[config.mk]
export PLATFORM = sky130hd
export DESIGN_NAME = acumulador_frame
export DESIGN_NICKNAME = d
export VERILOG_FILES = /design/src/rtl/acumulador_frame.sv
export SDC_FILE = /design/constraint.sdc
export NUM_CORES = 1
export LEC_CHECK = 0
export CAP_MARGIN = 20
export CORE_AREA = 3 3 57 59
export CTS_BUF_LIST = sky130_fd_sc_hd__clkbuf_8
export CTS_CLUSTER_SIZE = 20
export DETAILED_ROUTE_END_ITERATION = 12
export DIE_AREA = 0 0 60 62
export PLACE_DENSITY = 0.8
export SLEW_MARGIN = 40
export SYNTH_ARGS = -nofsm -noshare
export SYNTH_HDL_FRONTEND = slang
export SYNTH_SLANG_ARGS = --single-unit
[constraint.sdc]
create_clock -name clk -period 3.3 [get_ports clk]
set_clock_uncertainty 0.2 [all_clocks]
set_input_delay 0.66 -clock clk [delete_from_list [all_inputs] [get_ports clk]]
set_output_delay 0.66 -clock clk [all_outputs]
set_load 0.02 [all_outputs]
[src/rtl/acumulador_frame.sv]
// Signed frame accumulator: ADD/SUB/LOAD/CLR opcodes, optional saturation, sticky overflow,
// and a sample counter that closes a frame after len samples and holds the result.
module acumulador_frame #(
    parameter int unsigned IN_W  = 4,
    parameter int unsigned ACC_W = 8,
    parameter int unsigned CNT_W = 4,
    parameter bit          SAT   = 1'b1
) (
    input  logic             clk,
    input  logic             clr_n,
    input  logic             en,
    input  logic [1:0]       op,
    input  logic [IN_W-1:0]  A,
    input  logic [CNT_W-1:0] len,
    output logic [ACC_W-1:0] out,
    output logic             ovf,
    output logic [CNT_W-1:0] cnt,
    output logic             done
);

    localparam logic [1:0] OpAdd  = 2'b00;
    localparam logic [1:0] OpSub  = 2'b01;
    localparam logic [1:0] OpLoad = 2'b10;
    localparam logic [1:0] OpClr  = 2'b11;

    localparam logic [ACC_W-1:0] AccMax = {1'b0, {(ACC_W-1){1'b1}}};
    localparam logic [ACC_W-1:0] AccMin = {1'b1, {(ACC_W-1){1'b0}}};

    typedef enum logic [0:0] {StRun, StDone} state_e;

    state_e             state_q, state_d;
    logic [ACC_W-1:0]   out_q, out_d;
    logic               ovf_q, ovf_d;
    logic [CNT_W-1:0]   cnt_q, cnt_d;

    logic [ACC_W:0]     a_ext;
    logic [ACC_W:0]     base;
    logic [ACC_W:0]     sum;
    logic               sum_ovf;
    logic [ACC_W-1:0]   sum_res;
    logic               fresh;
    logic [CNT_W:0]     cnt_next;
    logic               frame_end;

    always_comb begin
        a_ext   = {{(ACC_W + 1 - IN_W){A[IN_W-1]}}, A};
        fresh   = (state_q == StDone);
        // A sample accepted in DONE starts a new frame from zero, not from the held result.
        base    = fresh ? '0 : {out_q[ACC_W-1], out_q};
        sum     = (op == OpSub) ? (base - a_ext) : (base + a_ext);
        sum_ovf = sum[ACC_W] ^ sum[ACC_W-1];
        if (sum_ovf && SAT) begin
            sum_res = sum[ACC_W] ? AccMin : AccMax;
        end else begin
            sum_res = sum[ACC_W-1:0];
        end

        cnt_next  = fresh ? (CNT_W + 1)'(1) : ({1'b0, cnt_q} + (CNT_W + 1)'(1));
        frame_end = (len != '0) && (cnt_next >= {1'b0, len});
    end

    always_comb begin
        out_d   = out_q;
        ovf_d   = ovf_q;
        cnt_d   = cnt_q;
        state_d = state_q;
        if (en) begin
            if (op == OpClr) begin
                out_d   = '0;
                ovf_d   = 1'b0;
                cnt_d   = '0;
                state_d = StRun;
            end else begin
                if (op == OpLoad) begin
                    out_d = a_ext[ACC_W-1:0];
                end else begin
                    out_d = sum_res;
                end
                ovf_d   = (fresh ? 1'b0 : ovf_q) | (sum_ovf && (op != OpLoad));
                cnt_d   = cnt_next[CNT_W] ? '1 : cnt_next[CNT_W-1:0];
                state_d = frame_end ? StDone : StRun;
            end
        end
    end

    always_ff @(posedge clk) begin
        if (!clr_n) begin
            out_q   <= '0;
            ovf_q   <= 1'b0;
            cnt_q   <= '0;
            state_q <= StRun;
        end else begin
            out_q   <= out_d;
            ovf_q   <= ovf_d;
            cnt_q   <= cnt_d;
            state_q <= state_d;
        end
    end

    assign out  = out_q;
    assign ovf  = ovf_q;
    assign cnt  = cnt_q;
    assign done = (state_q == StDone);

endmodule

# ---- Yosys cells after proc, flatten, opt, wreduce, memory -nomap -nowiden
# Cells that the tools add are included.
dict set report op_classes {
  muxes 13
  n_eq_ne 4
  n_reduce_logical 3
  bitwise 2
  addsub 3
  n_lt_le_gt_ge 1
}
# op count
set op_table {}
lappend op_table {{8-bit 2-to-1 mux} 4}
lappend op_table {{9-bit 2-to-1 mux} 2}
lappend op_table {{9-bit adder} 1}
lappend op_table {{9-bit subtractor} 1}
lappend op_table {{4-bit 2-to-1 mux} 2}
lappend op_table {{4-bit by 1-bit adder with 5-bit output, second input constant} 1}
lappend op_table {{5-bit by 4-bit >= comparator with 1-bit output} 1}
lappend op_table {{5-bit 2-to-1 mux} 1}
lappend op_table {{2-bit equality test, second input constant} 2}
lappend op_table {{1-bit 2-to-1 mux} 4}
lappend op_table {{4-bit nonzero test} 1}
lappend op_table {{2-bit by 1-bit equality test with 1-bit output, second input constant} 1}
lappend op_table {{1-bit logical AND} 2}
lappend op_table {{2-bit inequality test, second input constant} 1}
lappend op_table {{1-bit OR} 1}
lappend op_table {{1-bit XOR} 1}
dict set report word_totals {
  reg_bits 14
  output_inout_bits 14
}

# ---- Longest topological paths before layout
dict set report logic_depth {
  depth_word 7
  depth_mapped 13
}

# ---- Worst setup path after synthesis
# OpenSTA, ideal clock, no wires.
dict set report synth_timing {
  kind {input to register}
  startpoint {in A[2]}
  endpoint {reg out_q[5] (netlist: out[5])}
  arrival_time_ns 2.877
  path_buffers 0
  cell_stages 11
  t_required_ns 3.026
  setup_slack_ns 0.149
  cell_sequence {or3_1 -> ha_1 -> nand2_1 -> o21ai_0 -> ha_1 -> o21ai_0 -> a211oi_1 -> mux2i_1 -> nor2_1 -> maj3_2 -> a31oi_1}
}
dict set report synth_between {
  elab_chain_cells 6
  elab_cells_between_ends 8
  classes_between {add/sub: 2; mux: 5; bitwise: 1}
}
# element line_no
set synth_rtl {}
lappend synth_rtl {{from (decl)} 13} ;# input logic [IN_W-1:0] A,
lappend synth_rtl {{9-bit adder or 9-bit subtractor (tied branches)} 50} ;# sum = (op == OpSub) ? (base - a_ext) : (base + a_ext);
lappend synth_rtl {{9-bit 2-to-1 mux (*)} 50}
lappend synth_rtl {{8-bit 2-to-1 mux or 1-bit XOR (tied branches)} {53, 51}}
lappend synth_rtl {{8-bit 2-to-1 mux (*)} 52} ;# if (sum_ovf && SAT) begin
lappend synth_rtl {{8-bit 2-to-1 mux (*)} 74} ;# if (op == OpLoad) begin
lappend synth_rtl {{8-bit 2-to-1 mux (*)} 68} ;# if (op == OpClr) begin
lappend synth_rtl {{to (signal assigned)} 93} ;# out_q <= out_d;
lappend synth_rtl {{to (decl)} 32} ;# logic [ACC_W-1:0] out_q, out_d;
# Every way passes the cells marked *; elsewhere a longest branch is shown, timed or not.
# A chain may end at the register's enable or synchronous reset.

# ---- Final worst setup path
# Ends and elaborated chain as after synthesis.

==> impl_metrics.csv <==
group,metric,value,unit
sta,drv_slew,0,
logic_synthesis,ys.flop_type,"dfxtp_1",
placed_design,port-buffer-count,26,
sta,finalCritPeriodShare,1.00,
routing,drcViolationCount,0,
logic_synthesis,ys_ff_latch,14,
clock_network,cts-htree-levels,1,
floorplanning,die-area,0.00372,mm²
critical_path,path_cells,"dlygate4sd2_1, or3_4, ha_4, nand2_1, o21ai_2, ha_4, o21ai_4, a211oi_4, mux2i_4, nor2_4, maj3_2, a31oi_1",
routing,wl_per_cell,18.1,µm
critical_path,cp_slowest_cell,"or3_4",
routing,vias_per_cell,6.10,
layout,area_growth_syn_to_layout,48.5,%
power,ir_worst_vdd,548,µV
placed_design,gp_congestion,0.887,
sta,hold_viol,0,
critical_path,crit_arrival,3.29,ns
routing,drtAntennaViolNets,0,
clock_network,root_buffer,"clkbuf_8",
clock_network,cts_inserted_buffers,3,
run_status,status,"complete, but fails checks",
logic_synthesis,async_reset_ff_frac,0,
clock_network,clockBufferDepth,2,
sta,worst_pin_slew,0.490,ns
hold_path,hold_path_class,"flop to flop",
sta,setup_viol_count_final,2,
critical_path,cpPeakStageDelay,0.42,ns
sta,setup_tns,-0.0139,ns
logic_synthesis,synth_cells,200,
sta,slew-limit-headroom,0.672,
logic_synthesis,syn_area_per_cell,7.56,µm²
logic_synthesis,ys.warnings.count,0,
run_status,violations,"negative setup slack",
clock_network,clk_latency,0.25,ns
sta,period_minus_slack,3.31,ns
logic_synthesis,syn_area,0.00151,mm²
logic_synthesis,syn_nets,230,
floorplanning,die_y,62,µm
critical_path,critPathLaunchType,"input pin",
clock_network,clock-sinks,14,
floorplanning,coreArea,0.00276,mm²
floorplanning,initial_core_util,0.549,
power,totalPowerFinal,1.02,mW
grt,grt_start_max_net_pins,16,
grt,grt_pass1_wl,7.54,mm
critical_path,cp.required,3.28,ns
layout,final_util,0.814,
logic_synthesis,synth_seq_area_share,0.185,
layout,insertedDiodeCount,0,
routing,wl,5.13,mm
sta,max_freq,302,MHz
floorplanning,rows,19,
routing,first_pass_iters,4,
power,cellPowerDensity,453,mW/mm²
grt,grt_pass1_vias,1694,
clock_network,clk_pin_slew,0.06,ns
sta,fin_ws,-0.00921,ns
layout,nNetsFinal,284,
grt,antenna_found_initial,0,
logic_synthesis,synth-edff-count,0,
critical_path,critPathKind,"input pin to flop",
power,p_leak,0.989,nW
floorplanning,die_w,60,µm
critical_path,path_max_fanout,5,
floorplanning,boundaryPins,27,
critical_path,critPathMostFrequentCell,"ha_4",
job,drv_cap,0,
placed_design,hpwl,3.28,mm
grt,grt_overflow,0,
routing,num_vias,1732,
layout,drive_above_1_share,0.289,
clock_network,cts_tree,"built",
logic_synthesis,synth.distinct_cells,42,
grt,track_usage,0.264,
critical_path,setup.worst_path.end_class,"flop",
routing,initialDrtViolationCount,143,
==> path summary, 6_finish.rpt <==
check                           startpoint      to  slack [ns]  cells after the start
worst max-delay path                  A[2]  out[5]      -0.009                     12
worst min-delay path                   ovf     ovf        0.29                      2
worst max register to register        done  out[5]        0.59                      9
worst min register to register         ovf     ovf        0.29                      2
==> registers in the layout (all words and copies together), names as in the netlist <==
name and flops:
ovf 1, cnt 4, out 8, done 1
==> through the flow <==
stage,cell area (µm²),setup WS (ns),hold WS [ns],instances
3_3_place_gp,1960,-0.521,0.256,272
4_1_cts,2090,0.0219,0.296,279
5_1_grt,2250,-0.0921,0.331,284
3_5_place_dp,1960,-0.597,0.276,272
2_1_floorplan,1510,0.149,0.336,200
6_report,2250,-0.00921,0.291,284
==> cell usage in the layout, fill, tap and decap left out, types with 2 or more instances in the layout <==
cell and count:
maj3_2 3, buf_6 3, nor2b_1 14, ha_1 13, nand2_2 2, nand3_1 3, dlymetal6s2s_1 2, inv_2 2
nand2_1 15, nor2_1 15, nand2b_4 2, clkbuf_8 4, nor2_4 3, xor2_1 3, a21boi_0 4, xnor2_1 3
a31oi_1 2, o21ai_1 3, a211oi_1 3, xnor2_2 2, buf_4 25, dfxtp_1 14, a21oi_1 16, a21oi_2 3
ha_4 2, o21a_1 3, o21ai_2 3, inv_1 10, nand2b_1 8, nor2_2 2, a21o_1 3, clkdlybuf4s50_1 21
nor3_1 2, a221oi_2 2, o21ai_0 11, and2b_1 2
==> cells by family (layout without fill, tap and decap cells) <==
logic type / count (synthesis) / in the layout / synth area share
DFF: 14 / 14 / 0.185
adders and majority gates: 20 / 20 / 0.168
xor gates and xnor gates: 10 / 10 / 0.0753
buffers and inverters: 18 / 71 / 0.0471
and+or+nand+nor: 76 / 76 / 0.263
muxes: 1 / 1 / 0.00662
AOI/OAI and AO/OA: 61 / 61 / 0.255
==> what timing repair did <==
| item | 4_1_cts | 5_1_grt |
|---|---|---|
| buffers inserted | 3 | 5 |
| hold buffers | 0 | 0 |
| setup endpoints to repair | 9 | 9 |
| resized for setup | 22 | 30 |
| pin swaps | 11 | 16 |
==> critical path, delay by kind of cell <==
family                   cells  cell delay, ns
AND/OR/NAND/NOR              3            0.58
multiplexers                 1            0.34
buffers and inverters        1            0.26
AO/OA/AOI/OAI                4            0.62
adder cells (fa/ha/maj)      3            0.82
==> Yosys cell counts (2+ instances only) <==
master | count | area share
nand3_1 | 4 | 0.013
o21a_1 | 3 | 0.015
nand2b_1 | 9 | 0.037
clkbuf_1 | 5 | 0.012
a31oi_1 | 2 | 0.0083
nor2_1 | 20 | 0.050
a21boi_0 | 4 | 0.020
ha_1 | 16 | 0.13
a21oi_1 | 18 | 0.060
nand2_1 | 17 | 0.042
nor3_1 | 2 | 0.0066
and2b_1 | 2 | 0.0099
a21o_1 | 3 | 0.015
maj3_2 | 3 | 0.022
xnor2_1 | 5 | 0.029
a211oi_1 | 4 | 0.020
a221oi_1 | 2 | 0.012
o21ai_0 | 17 | 0.056
dfxtp_1 | 14 | 0.19
nor2b_1 | 15 | 0.062
xor2_1 | 3 | 0.017
inv_1 | 12 | 0.030
==> layer usage <==
metal  vias up  share of wire  track usage
li1        803              -            -
met1       814           0.39        0.326
met2        95           0.50        0.449
met3        20          0.079       0.0517
met4         0          0.032        0.111
met5         -              0            0
==> layout make-up <==
class / count / area (µm²)
clock buffers: 4 / 55.1
fillers: 156 / 512
inverters: 12 / 45.0
multi-input cells: 168 / 1330
flip-flops and latches: 14 / 280
well taps: 31 / 38.8
repair buffers: 55 / 500
==> report_power, final <==
part	switching, mW	internal (mW)
Sequential	0.0162	0.188
Combinational	0.333	0.308
Clock	0.0664	0.106
Power figures use the tool's default switching activity.
